<file path="config.mk">
export PLATFORM = sky130hd
export DESIGN_NAME = hazard_unit
export DESIGN_NICKNAME = d
export VERILOG_FILES = /design/src/rtl/hazard_unit.sv
export SDC_FILE = /design/constraint.sdc
export NUM_CORES = 1
export LEC_CHECK = 0
export ABC_AREA = 1
export CELL_PAD_IN_SITES_DETAIL_PLACEMENT = 0
export CELL_PAD_IN_SITES_GLOBAL_PLACEMENT = 1
export CORE_MARGIN = 2
export CORE_UTILIZATION = 30
export DETAILED_ROUTE_END_ITERATION = 16
export GPL_TIMING_DRIVEN = 0
export PLACE_DENSITY = 0.68
export SETUP_SLACK_MARGIN = 0.05
export SLEW_MARGIN = 20
export SYNTH_ARGS = -nofsm -noshare
export SYNTH_HDL_FRONTEND = slang
export SYNTH_SLANG_ARGS = --single-unit
export TNS_END_PERCENT = 1
</file>
<file path="constraint.sdc">
create_clock -name clk -period 1.95 [get_ports clk]
set_clock_uncertainty 0.15 [all_clocks]
set_input_delay 0.39 -clock clk [delete_from_list [all_inputs] [get_ports clk]]
set_output_delay 0.39 -clock clk [all_outputs]
set_load 0.01 [all_outputs]
</file>
<file path="src/rtl/hazard_unit.sv">
// hazard_unit: load-use stall and branch flush control for a 5-stage MIPS-style pipeline.
// Tracks whether the instruction now in ID/EX is a load and which register it writes.
// The ID-stage instruction stalls one cycle when it reads that register.
// A taken branch in EX flushes IF/ID. A flush wins over a stall in the same cycle.
// Ports:
//   clk, rst_n       - clock, asynchronous active-low reset
//   id_valid         - IF/ID holds a real instruction
//   id_opcode/rs/rt  - fields of the instruction in ID
//   ex_branch_taken  - BEQ in EX resolved taken this cycle
//   hazard_detected  - zero ID/EX control fields (combinational)
//   pc_write         - PC load enable (combinational)
//   ifid_write       - IF/ID load enable (combinational)
//   ifid_flush       - clear IF/ID to a NOP (combinational)
//   state            - registered FSM state: RUN=00, STALL=01, FLUSH=10
//   stall_cnt        - saturating count of load-use stall cycles
//   flush_cnt        - saturating count of branch flush cycles
module hazard_unit #(
  parameter int unsigned CNT_W = 16
) (
  input  logic             clk,
  input  logic             rst_n,
  input  logic             id_valid,
  input  logic [5:0]       id_opcode,
  input  logic [4:0]       id_rs,
  input  logic [4:0]       id_rt,
  input  logic             ex_branch_taken,
  output logic             hazard_detected,
  output logic             pc_write,
  output logic             ifid_write,
  output logic             ifid_flush,
  output logic [1:0]       state,
  output logic [CNT_W-1:0] stall_cnt,
  output logic [CNT_W-1:0] flush_cnt
);

  localparam logic [5:0] OP_RTYPE = 6'b000000;
  localparam logic [5:0] OP_BEQ   = 6'b000100;
  localparam logic [5:0] OP_SW    = 6'b101011;
  localparam logic [5:0] OP_LW    = 6'b100011;

  typedef enum logic [1:0] {
    ST_RUN   = 2'b00,
    ST_STALL = 2'b01,
    ST_FLUSH = 2'b10
  } state_e;

  state_e           state_q, state_d;
  logic             ex_load_q, ex_load_d;
  logic [4:0]       ex_rt_q, ex_rt_d;
  logic [CNT_W-1:0] stall_cnt_q, stall_cnt_d;
  logic [CNT_W-1:0] flush_cnt_q, flush_cnt_d;

  logic uses_rs, uses_rt;
  logic load_use, flush;

  // Source-register usage decode
  always_comb begin
    uses_rs = 1'b0;
    uses_rt = 1'b0;
    case (id_opcode)
      OP_RTYPE, OP_BEQ, OP_SW: begin
        uses_rs = 1'b1;
        uses_rt = 1'b1;
      end
      OP_LW:   uses_rs = 1'b1;
      default: ;
    endcase
  end

  // Hazard conditions, controls, and next-state logic
  always_comb begin
    // ex_load_q is already cleared during reset; gating flush with rst_n forces the idle controls
    load_use = id_valid & ex_load_q & (ex_rt_q != 5'd0) &
               ((uses_rs & (id_rs == ex_rt_q)) | (uses_rt & (id_rt == ex_rt_q)));
    flush    = rst_n & ex_branch_taken;

    hazard_detected = 1'b0;
    pc_write        = 1'b1;
    ifid_write      = 1'b1;
    ifid_flush      = 1'b0;
    state_d         = ST_RUN;
    stall_cnt_d     = stall_cnt_q;
    flush_cnt_d     = flush_cnt_q;

    if (flush) begin
      hazard_detected = 1'b1;
      ifid_flush      = 1'b1;
      state_d         = ST_FLUSH;
      if (flush_cnt_q != {CNT_W{1'b1}}) flush_cnt_d = flush_cnt_q + CNT_W'(1);
    end else if (load_use) begin
      hazard_detected = 1'b1;
      pc_write        = 1'b0;
      ifid_write      = 1'b0;
      state_d         = ST_STALL;
      if (stall_cnt_q != {CNT_W{1'b1}}) stall_cnt_d = stall_cnt_q + CNT_W'(1);
    end

    // The injected bubble never carries a load, so a stall lasts exactly one cycle
    ex_load_d = id_valid & (id_opcode == OP_LW) & ~hazard_detected;
    ex_rt_d   = id_rt;
  end

  // State and shadow registers
  always_ff @(posedge clk or negedge rst_n) begin
    if (!rst_n) begin
      state_q     <= ST_RUN;
      ex_load_q   <= 1'b0;
      ex_rt_q     <= 5'd0;
      stall_cnt_q <= '0;
      flush_cnt_q <= '0;
    end else begin
      state_q     <= state_d;
      ex_load_q   <= ex_load_d;
      ex_rt_q     <= ex_rt_d;
      stall_cnt_q <= stall_cnt_d;
      flush_cnt_q <= flush_cnt_d;
    end
  end

  assign state     = state_q;
  assign stall_cnt = stall_cnt_q;
  assign flush_cnt = flush_cnt_q;

endmodule

</file>
Word-level counts from Yosys, hierarchy flattened
Index checks and enable logic that the tools add are counted.
{"block": "totals", "out_inout_bits": 38, "word_cells": 40, "in_bits": 20, "register_bits": 40}
{"block": "op_classes", "reduce_logical": 6, "bitwise_logic": 11, "n_mux": 9, "n_addsub": 2, "eq_ne": 7}
{"op": "adder 16 x 1 -> 16 bit (second input constant)", "n": 2}
{"op": "!= test 16 bit (second input constant)", "n": 2}
{"op": "equality test 6 bit (second input constant)", "n": 2}
{"op": "equality test 5 bit", "n": 2}
{"op": "AND 1 bit", "n": 8}
{"op": "two-way mux 1 bit", "n": 8}
{"op": "equality test 6 x 3 -> 1 bit (second input constant)", "n": 1}
{"op": "zero test 6 bit", "n": 1}
{"op": "nonzero test 5 bit", "n": 1}
{"op": "OR reduction 4 bit", "n": 1}
{"op": "AND reduction 3 bit", "n": 1}
{"op": "OR reduction 3 bit", "n": 1}
{"op": "two-way mux 2 bit", "n": 1}
{"op": "inverter 1 bit", "n": 2}
{"op": "AND reduction 2 bit", "n": 1}
{"op": "bitwise OR 1 bit", "n": 1}

Logic depth before layout (Yosys ltp)
Gate-level depths: netlist (run 1).
{"block": "depth", "ltp_word": 10, "mapped_depth": 12, "ltp_nobuf": 11}

Worst setup path before layout (run 1)
No wires, ideal clock.
{"block": "synth_timing", "kind": "register to output", "startpoint": "register ex_rt_q[3]", "endpoint": "output pc_write", "path_buffers": 1, "arrival_time_ns": 1.366, "path_slack_ns": 0.044, "required_time_ns": 1.410, "path_stages_with_launch": 9, "path_cell_list": "dfrtp_1 xor2_1 nor2_1 nand3_4 nand2_2 nand2_1 nor2_1 inv_1 buf_4"}
{"block": "synth_via", "elab_chain_len": 6, "elab_cells_between_ends": 10, "classes_between": "2 x eq/ne; 2 x mux; 5 x bitwise; 1 x reduce/logical"}
{"item": "start: declaration", "line": "49", "source": "logic [4:0] ex_rt_q, ex_rt_d;"}
{"item": "start signal: assignment", "line": "114", "source": "ex_rt_q <= ex_rt_d;"}
{"item": "equality test 5 bit", "line": "74", "source": "((uses_rs & (id_rs == ex_rt_q)) | (uses_rt & (id_rt == ex_rt_q)));"}
{"item": "AND 1 bit", "line": "74"}
{"item": "bitwise OR 1 bit", "line": "74"}
{"item": "AND 1 bit (*)", "line": "73", "source": "load_use = id_valid & ex_load_q & (ex_rt_q != 5'd0) &"}
{"item": "two-way mux 1 bit (*) (2 in a row)"}
{"item": "end: declaration", "line": "28", "source": "output logic pc_write,"}
Mark *: on every way between the ends. The rest lies on a longest branch, timed or not.

Worst setup path in the final report (run 1)
{"block": "layout_timing", "startpoint": "input id_rs[4]", "endpoint": "output pc_write"}
{"block": "layout_via", "elab_chain_len": 6}
{"item": "start: declaration", "line": "24", "source": "input logic [4:0] id_rs,"}
{"item": "equality test 5 bit", "line": "74"}
{"item": "AND 1 bit", "line": "74"}
{"item": "bitwise OR 1 bit", "line": "74"}
{"item": "AND 1 bit", "line": "73"}
{"item": "two-way mux 1 bit", "line": "90", "source": "end else if (load_use) begin"}
{"item": "two-way mux 1 bit", "line": "85", "source": "if (flush) begin"}
No other way between the ends.

==> impl.org, run 1 <==
** Finish
- Fraction of layout instances using a drive strength above 1 :: 0.220
- 0 antenna diodes ended up in the layout.
- The filler cells instantiated in the layout total 795.
- From synthesis to final layout, the design area changed by 46.6%.
- Once layout is complete, the utilization of the core stands at 0.448.
- Fin nets :: 390

** Global route
- GR Overflow Total :: 0
- Entering global routing, the biggest net connects 27 pins.
- Vias in the first global route :: 2,193
- The first global-routing pass estimated 10,400 microns of wire.
- Antenna violations before repair :: 0
- In the global route stage, overall resource usage came out at 0.153.

** Worst setup path
- The startpoint identified for the worst register-to-register timing path is ex_rt_q[0].
- STA classifies the critical path startpoint as an input pin.
- Crit-path cells :: clkdlybuf4s50_1, inv_1, nand2_2, nand4_4, nor2_4, nand2_2, nand2_4, nand2_4, nor2_4, inv_2, buf_6, buf_6
- At the worst endpoint, the arrival time is 1730 ps.
- Critical path's largest stage delay :: 480 ps
- Measured in cells, the most critical reg-to-reg path has a length of 12.
- Worst Setup Path Type :: input pin to primary output
- The slowest stage of the critical path is the sky130_fd_sc_hd__clkdlybuf4s50_1 cell.
- Counting both buffers and inverters, the worst setup path holds a total of 5.
- Kind of cell with the highest combined delay on the critical path :: buffers and inverters
- Setup slack on the worst reg-to-reg path comes out at 10 ps.
- The endpoint identified for the worst register-to-register timing path is stall_cnt[2].
- Highest net fanout along the worst path :: 2
- Worst path required time :: 1410 ps
- STA classifies the critical path endpoint as a primary output.

** Routing
- Metal1 wirelength :: 2790 microns
- Met2 WL :: 2790 microns
- DRT Wirelength :: 5980 microns
- Met3 Wirelength :: 260 microns
- Average wire per standard cell :: 12.7 microns
- In this run the top signal layer used is met4.
- Routed via count divided by cell count :: 4.49
- Across all layers, the routed design uses 2,115 vias.
- In this run the remaining antenna-violating nets after routing total 0.
- DRC violation count after routing :: 0
- For this block, the initial DRC count from the detailed router was 114.
- Number of detailed-route iterations in the first pass :: 4

** Power and ir drop
- The analysis attributes to cell leakage a power of 1.61 nW.
- Power density over cell area :: 606 nW/um^2
- Overall power consumption after layout is estimated at 0.00206 W.
- Across the VDD grid, the largest voltage drop is 435 uV.

** Hold path
- Worst Hold Class :: input pin to register
- Cells on Worst Hold Path :: 1
- The startpoint identified for the worst hold timing path is id_rt[0].
- End point of the worst hold path :: ex_rt_q[0]

** Place
- Detailed-placement wirelength estimate :: 4300 microns
- Routability Congestion :: 0.829
- Input and output buffers added on the ports amount to 57.

** Run status
- The flow ran to the end, but the final reports show violations.
- Failing checks :: setup timing

** STA
- Timing-limited maximum frequency :: 440 MHz
- Tightest Pin Transition :: 683 ps
- Post-route worst setup slack :: -323 ps
- Worst max-slew margin expressed relative to the limit :: 0.543
- Summed over all failing endpoints, the final setup total negative slack is -1260 ps.
- Setup violations remaining at the end of the flow were counted as 14.
- Post-route worst hold slack :: 204 ps
- Final critical-path share of the clock period :: 1.17
- The count of final hold-check violations was 0.
- Post-layout min period :: 2270 ps
- Setup repair after global routing could not meet its margin everywhere.
- Max-slew violation count :: 0

** Yosys
- FFs w/ async S/R, synth :: 1.00
- The synthesized netlist occupies a cell area of 2320 sq um.
- Synth top area cells :: sky130_fd_sc_hd__dfrtp_1 (43%), sky130_fd_sc_hd__nand2_1 (14%), sky130_fd_sc_hd__xor2_1 (6.8%)
- The cell count after synthesis came out at 286.
- Count of state elements after synthesis :: 40
- Synthesized area per cell :: 8.12 sq um
- Synthesis instantiated 23 different standard cells from the library.
- Yosys top cell area share :: 0.431
- The synthesized design contains 0 enable-type register cells.
- Cell type contributing the most total cell area after synthesis :: sky130_fd_sc_hd__dfrtp_1
- In the synthesized netlist the dominant register cell turns out to be sky130_fd_sc_hd__dfrtp_1.
- Net Count, Synth :: 308
- Yosys warns :: 0
- sky130_fd_sc_hd__nand2_1 is the most common cell in the netlist.
- Commonest cells in the netlist :: sky130_fd_sc_hd__nand2_1 (86), sky130_fd_sc_hd__dfrtp_1 (40), sky130_fd_sc_hd__nor2_1 (30)
- For this run, the register share of the synthesized area comes to 0.431.

** Die
- Die outline area :: 8460 sq um
- In this run the count of I/O pins placed on the die edge is 58.
- Measured along the x axis, the die boundary spans 92.0 microns.
- In this run the standard cell core region covers 7610 sq um.
- For this configuration, the core starts out at a cell density of 0.305.
- DIE HEIGHT :: 92.0 microns
- Std-Cell Rows :: 32

** Flow run
- Max-cap violations in this run came to 0.

** Clock network
- Number of buffers created by CTS :: 5
- CTS max path bufs :: 2
- Num Clock Sinks :: 40
- Clock insertion delay at the later pin of the skew report :: 310 ps
- Clock input transition at the sequential cells of the worst setup and hold paths :: 80 ps
- The H-tree generated during clock tree synthesis spans 2 levels.
- The cell sitting at the root of the clock tree is a sky130_fd_sc_hd__clkbuf_8.
- TritonCTS built the clock tree.
## power breakdown
group	internal (W)	switching (W)
clock	0.000386	0.000332
sequential	0.000891	0.0000731
combinational	0.000205	0.000177
total	0.00148	0.000582
## placed cells by master (no fill, tap or decap), types with 4 or more instances in the layout
master                             n
sky130_fd_sc_hd__nand2_1          81
sky130_fd_sc_hd__dfrtp_1          37
sky130_fd_sc_hd__clkdlybuf4s50_1  37
sky130_fd_sc_hd__nor2_1           25
sky130_fd_sc_hd__nand4_1          23
sky130_fd_sc_hd__inv_1            18
sky130_fd_sc_hd__xor2_1           18
sky130_fd_sc_hd__buf_4            16
sky130_fd_sc_hd__xnor2_1          14
sky130_fd_sc_hd__dlygate4sd2_1    12
sky130_fd_sc_hd__inv_2            10
sky130_fd_sc_hd__nand3_1          10
sky130_fd_sc_hd__nand2_2           6
sky130_fd_sc_hd__nor2_4            5
sky130_fd_sc_hd__nor2_2            5
sky130_fd_sc_hd__buf_6             5
sky130_fd_sc_hd__clkbuf_8          5
sky130_fd_sc_hd__nand3_2           4
sky130_fd_sc_hd__nor3_1            4
## layer usage
metal | track usage | vias to the layer above
met2 | 0.244 | 42
li1 | - | 1075
met3 | 0.0394 | 10
met1 | 0.202 | 988
met4 | 0.0522 | 0
met5 | 0 | -
## area by class of cell
| cell class | instances | area [sq um] | share of cell area |
|---|---|---|---|
| multi-input combinational | 211 | 1270 | 0.373 |
| sequential | 40 | 1000 | 0.295 |
| timing repair buffer | 75 | 722 | 0.212 |
| tap | 102 | 128 | 0.0375 |
| inverter | 29 | 111 | 0.0327 |
| clock buffer | 5 | 68.8 | 0.0202 |
| buffer | 6 | 56.3 | 0.0165 |
| clock inverter | 3 | 46.3 | 0.0136 |
## worst max-delay path by stage
stage	depth (start not counted)	startpoint	endpoint
4_1_cts	12	ex_rt_q[3]	pc_write
2_1_floorplan	8	ex_rt_q[4]	pc_write
3_5_place_dp	14	id_rs[0]	pc_write
6_report	12	id_rs[4]	pc_write
3_3_place_gp	7	rst_n	pc_write
5_1_grt	12	ex_rt_q[3]	pc_write
## cells by family after synthesis
logic type / Yosys count / share of synthesized area
buf+inv: 35 / 0.0695
compound gates: 2 / 0.00915
simple gates: 175 / 0.359
flops: 40 / 0.431
fa+ha+maj: 2 / 0.0108
xor+xnor: 32 / 0.121
## state kept, by name, indices dropped and copies added (netlist names)
signal	cells
ex_rt_q	5
state	2
stall_cnt	16
flush_cnt	16
ex_load_q	1
## what timing repair did
| action | 4_1_cts | 5_1_grt |
|---|---|---|
| gates cloned | 0 | 0 |
| pin swaps | 21 | 14 |
| hold endpoints to repair | 40 | 0 |
| setup endpoints to repair | 16 | 33 |
| hold buffers | 3 | 0 |
| buffers inserted | 13 | 1 |
| resized for setup | 56 | 14 |
## metrics by stage
| step | instance area (sq um) | worst slack [ps] | instances |
|---|---|---|---|
| after global placement | 3020 | -2560 | 445 |
| after detailed placement | 3040 | -1010 | 446 |
| after floorplan | 2320 | 57.3 | 286 |
| after global routing | 3410 | -419 | 471 |
| final | 3410 | -323 | 471 |
| after CTS | 3350 | -358 | 470 |
Power figures use the tool's default switching activity.
==> run 2, diff against run 1 <==
--- a/config.mk
+++ b/config.mk
@@ -5,7 +5,7 @@
 export SDC_FILE = /design/constraint.sdc
 export NUM_CORES = 1
 export LEC_CHECK = 0
-export ABC_AREA = 1
+export CAP_MARGIN = 10
 export CELL_PAD_IN_SITES_DETAIL_PLACEMENT = 0
 export CELL_PAD_IN_SITES_GLOBAL_PLACEMENT = 1
 export CORE_MARGIN = 2
==> impl.org, run 2 <==
** Run status
- Run status: finished with violations (unchanged).
- Failing checks :: setup timing (unchanged)

** Yosys
- Net Count, Synth :: 195 (was 308)
- The post-synthesis async set-or-reset flop share was 1.00 (unchanged).
- The most used flip-flop cell after synthesis was sky130_fd_sc_hd__dfrtp_1 (unchanged).
- Cell type contributing the most total cell area after synthesis :: sky130_fd_sc_hd__dfrtp_1 (unchanged)
- The portion of synthesized cell area occupied by the leading cell type was 0.527 (was 0.431).
- Synthesized area per cell :: 11.0 sq um (was 8.12 sq um)
- Commonest cells in the netlist :: sky130_fd_sc_hd__dfrtp_1 (40), sky130_fd_sc_hd__xnor2_1 (28), sky130_fd_sc_hd__nand3_1 (16) (was sky130_fd_sc_hd__nand2_1 (86), sky130_fd_sc_hd__dfrtp_1 (40), sky130_fd_sc_hd__nor2_1 (30))
- Unique cell type count in the Yosys netlist :: 32 (was 23)
- Synth top area cells: sky130_fd_sc_hd__dfrtp_1 (53%), sky130_fd_sc_hd__xnor2_1 (13%), sky130_fd_sc_hd__xor2_1 (5.1%) (was sky130_fd_sc_hd__dfrtp_1 (43%), sky130_fd_sc_hd__nand2_1 (14%), sky130_fd_sc_hd__xor2_1 (6.8%)).
- The count of synthesis-stage warnings from yosys came to 0 (unchanged).
- The area of the mapped netlist was 1900 sq um (was 2320 sq um).
- The count of mapped cells out of synthesis was 173 (was 286).
- Fraction of the yosys area taken by sequential cells :: 0.527 (was 0.431)
- The most instantiated library cell after synthesis is sky130_fd_sc_hd__dfrtp_1 (was sky130_fd_sc_hd__nand2_1).
- The flop and latch count out of synthesis was 40 (unchanged).
- Number of flops mapped to enable cells by yosys :: 0 (unchanged)

** Worst setup path
- Crit path top cell by count :: sky130_fd_sc_hd__buf_6
- Critical path launch point type :: register (was input pin)
- The slowest stage cell on the critical path was sky130_fd_sc_hd__or4_4 (was sky130_fd_sc_hd__clkdlybuf4s50_1).
- The worst path arrival time came to 2100 ps (was 1730 ps).
- The largest fanout on the critical path came to 2 (unchanged).
- The worst endpoint required time was 1410 ps (about the same).
- The number of buffers and inverters on the critical path came to 4 (was 5).
- The endpoint kind of the worst setup timing path is a primary output (unchanged).
- Crit-path cells: buf_4, xor2_1, or4_4, a21oi_4, buf_6, buf_6, or2_4, buf_6 (was clkdlybuf4s50_1, inv_1, nand2_2, nand4_4, nor2_4, nand2_2, nand2_4, nand2_4, nor2_4, inv_2, buf_6, buf_6).
- Kind of cell with the highest combined delay on the critical path :: simple AND/OR/NAND/NOR gates (was buffers and inverters)
- The cell count along the critical path was 8 (was 12).
- The maximum cell stage delay along the critical path came to 520 ps (was 480 ps).
- The path type of the worst setup path was register to primary output (was input pin to primary output).
- The depth of the worst register-to-register path was 9 (was 12).

** Clock network
- The clock-pin slew on the worst setup and hold paths came to 80 ps (about the same).
- The number of buffers between clock root and the deepest sink was 2 (unchanged).
- CTS tree :: yes (unchanged)
- Clock insertion delay at the later pin of the skew report :: 290 ps (was 310 ps)
- The master cell of the clock root buffer is sky130_fd_sc_hd__clkbuf_8 (unchanged).
- Number of buffers created by CTS :: 5 (unchanged)
- CTS H-Tree Depth :: 2 (unchanged)
- Num Clock Sinks :: 40 (unchanged)

** STA
- The minimum clock period is 2640 ps (was 2270 ps).
- Post-route worst hold slack :: 228 ps (was 204 ps)
- Final critical-path share of the clock period :: 1.35 (was 1.17)
- Unrepaired setup endpoints after global routing: true (unchanged).
- The final setup violation count was 20 (was 14).
- Max-slew violation count :: 0 (unchanged)
- The achievable frequency is 379 MHz (was 440 MHz).
- The normalized max-slew margin is 0.599 (was 0.543).
- The minimum setup slack in the final design is -689 ps (was -323 ps).
- Final number of hold-violating endpoints :: 0 (unchanged)
- The slew at the pin closest to its max-slew limit was 600 ps (was 683 ps).

** Finish
- The total area of multi-input combinational cells came to 956 sq um (was 1270 sq um).
- Fraction of layout instances using a drive strength above 1 :: 0.219 (was 0.220)
- The number of filler cells placed in the layout is 566 (was 795).
- The leading cell type in the layout, fill and taps excluded is sky130_fd_sc_hd__clkdlybuf4s50_1 (was sky130_fd_sc_hd__nand2_1).
- Area used by sequential logic in the layout :: 1010 sq um (was 1000 sq um)
- The antenna diode instance count came to 0 (unchanged).
- The post-synthesis to final-layout area growth came to 54.0% (was 46.6%).
- Commonest non-fill, non-tap cells in the layout: sky130_fd_sc_hd__clkdlybuf4s50_1 (44), sky130_fd_sc_hd__dfrtp_1 (35), sky130_fd_sc_hd__xnor2_1 (27), sky130_fd_sc_hd__nand3_1 (15) (was sky130_fd_sc_hd__nand2_1 (81), sky130_fd_sc_hd__dfrtp_1 (37), sky130_fd_sc_hd__clkdlybuf4s50_1 (37), sky130_fd_sc_hd__nor2_1 (25), sky130_fd_sc_hd__nand4_1 (23)).
- The net count of the finished layout is 278 (was 390).

** Routing
- The DRC violations left was 0 (unchanged).
- The length of the first detailed-routing pass in iterations is 4 (unchanged).
- Average wire per standard cell :: 13.8 microns (was 12.7 microns)
- Total vias in the final route :: 1,570 (was 2,115)
- Number of nets still failing antenna checks after routing :: 0 (unchanged)
- Initial drt markers :: 52 (was 114)
- DRT Wirelength :: 4580 microns (was 5980 microns)
- Routed via count divided by cell count :: 4.74 (was 4.49)

** Die
- The overall die area came to 6990 sq um (was 8460 sq um).
- DIE HEIGHT :: 83.6 microns (was 92.0 microns)
- Std-Cell Rows :: 28 (was 32)
- The number of placed I/O pins came to 58 (unchanged).
- The starting utilization of the core area is 0.315 (was 0.305).
- The width of the die came to 83.6 microns (was 92.0 microns).
- The area inside the core boundary is 6030 sq um (was 7610 sq um).

** Power and ir drop
- Net Sw Frac :: 0.279 (was 0.282)
- VDD IR max :: 407 uV (was 435 uV)
- Power consumption :: 0.00189 W (was 0.00206 W)
- Clk network pwr share :: 0.278 (was 0.348)
- The switching power of the nets came to 0.000526 W (was 0.000582 W).
- Part of the power in registers :: 0.518 (was 0.467)
- Power density over cell area :: 645 nW/um^2 (was 606 nW/um^2)
- Cell-internal power :: 0.00136 W (was 0.00148 W)
- Leakage power summed over all cells :: 1.26 nW (was 1.61 nW)
- The portion of total power attributed to combinational logic is 0.204 (was 0.185).

** Place
- The routability congestion estimate came to 0.774 (was 0.829).
- The half-perimeter wire length after detailed placement was 3170 microns (was 4300 microns).
- IO Port Bufs :: 57 (unchanged)

** Global route
- GR Overflow Total :: 0 (unchanged)
- The maximum number of pins on one net before global-route repair was 28 (was 27).
- Wire length of the first global-routing pass :: 7980 microns (was 10,400 microns)
- The global routing usage summed across all routing layers is 0.141 (was 0.153).
- Antenna violations before repair :: 0 (unchanged)
- The number of global-route vias before repair came to 1,570 (was 2,193).

** Hold path
- Worst Hold Class :: input pin to register (unchanged)
- Cells on Worst Hold Path :: 1 (unchanged)

** Flow run
- Count of max-cap constraint violations :: 0 (unchanged)
[run 2: cell count changes after synthesis, moves of 4 or more]
cell	before	now
sky130_fd_sc_hd__nand2_1	86	14
sky130_fd_sc_hd__xor2_1	18	11
sky130_fd_sc_hd__inv_2	5	0
sky130_fd_sc_hd__and3_1	0	5
sky130_fd_sc_hd__nor2_2	5	0
sky130_fd_sc_hd__nand2_2	4	0
sky130_fd_sc_hd__xnor2_1	14	28
sky130_fd_sc_hd__nand4_1	23	12
sky130_fd_sc_hd__inv_1	24	5
sky130_fd_sc_hd__nor2_1	30	13
[run 2: repair_timing]
item,in CTS,in global routing
gates cloned,0,0
pin swaps,14,11
setup buffers,12,3
resized for setup,38,18
hold buffers,3,0
endpoints found under the hold margin,40,0
setup endpoints to repair,37,36
[run 2: routing by layer]
layer	vias to the layer above	GRT usage	wire, microns
li1	768	-	-
met1	746	0.203	2270
met2	48	0.204	1980
met3	8	0.0356	248
met4	0	0.0499	85
met5	-	0	0
[run 2: logic make-up after synthesis]
group                    synth area share
AND/OR/NAND/NOR                     0.211
flip-flops                          0.527
XOR/XNOR                            0.180
AO/OA/AOI/OAI                      0.0356
buffers and inverters              0.0198
multiplexers                       0.0138
adder cells (fa/ha/maj)            0.0132
[run 2: final timing paths]
check,start,endpoint,slack (ps)
setup / recovery,ex_rt_q[2],hazard_detected,-690
hold / removal,id_rt[4],ex_rt_q[4],230
setup reg to reg,ex_rt_q[2],stall_cnt[1],-400
hold reg to reg,stall_cnt[6],stall_cnt[6],340
max in group asynchronous,rst_n,stall_cnt[9],740
min in group asynchronous,rst_n,stall_cnt[13],490
[run 2: power by group through the flow]
stage	Clock [W]	Combinational (W)	Sequential, W
3_5_place_dp	0	0.000352	0.000992
3_3_place_gp	0	0.000345	0.000993
4_1_cts	0.000556	0.000373	0.000975
2_1_floorplan	0	0.000117	0.00101
5_1_grt	0.000595	0.000421	0.000988
6_report	0.000525	0.000385	0.000978
[run 2: through the flow]
| step | setup slack, ps | std cells | utilization | cell area, sq um | TNS (ps) |
|---|---|---|---|---|---|
| 2_1_floorplan | -322 | 173 | - | 1920 | -1320 |
| 5_1_grt | -768 | 331 | 0.486 | 2930 | -9160 |
| 4_1_cts | -745 | 328 | 0.472 | 2840 | -7170 |
| 6_report | -689 | 331 | 0.486 | 2930 | -7200 |
| 3_5_place_dp | -1470 | 306 | 0.431 | 2600 | -25810 |
| 3_3_place_gp | -2700 | 305 | 0.429 | 2580 | -115720 |
[run 2: worst reg2reg max path, cell delays in order, from the launching register on]
cell	delay, ps
sky130_fd_sc_hd__dfrtp_1	390
sky130_fd_sc_hd__buf_4	150
sky130_fd_sc_hd__xor2_1	150
sky130_fd_sc_hd__or4_4	520
sky130_fd_sc_hd__a21oi_4	180
sky130_fd_sc_hd__buf_6	120
sky130_fd_sc_hd__buf_6	90
sky130_fd_sc_hd__buf_4	90
sky130_fd_sc_hd__nand3_2	90
sky130_fd_sc_hd__mux2_4	310
[run 2: area by class of cell]
type | count | share of cell area
clock buffers | 6 | 0.0248
repair buffers | 76 | 0.256
inverters | 5 | 0.00726
plain buffers | 2 | 0.00769
flip-flops and latches | 40 | 0.344
clock inverters | 1 | 0.00171
multi-input cells | 126 | 0.326
well taps | 75 | 0.0321
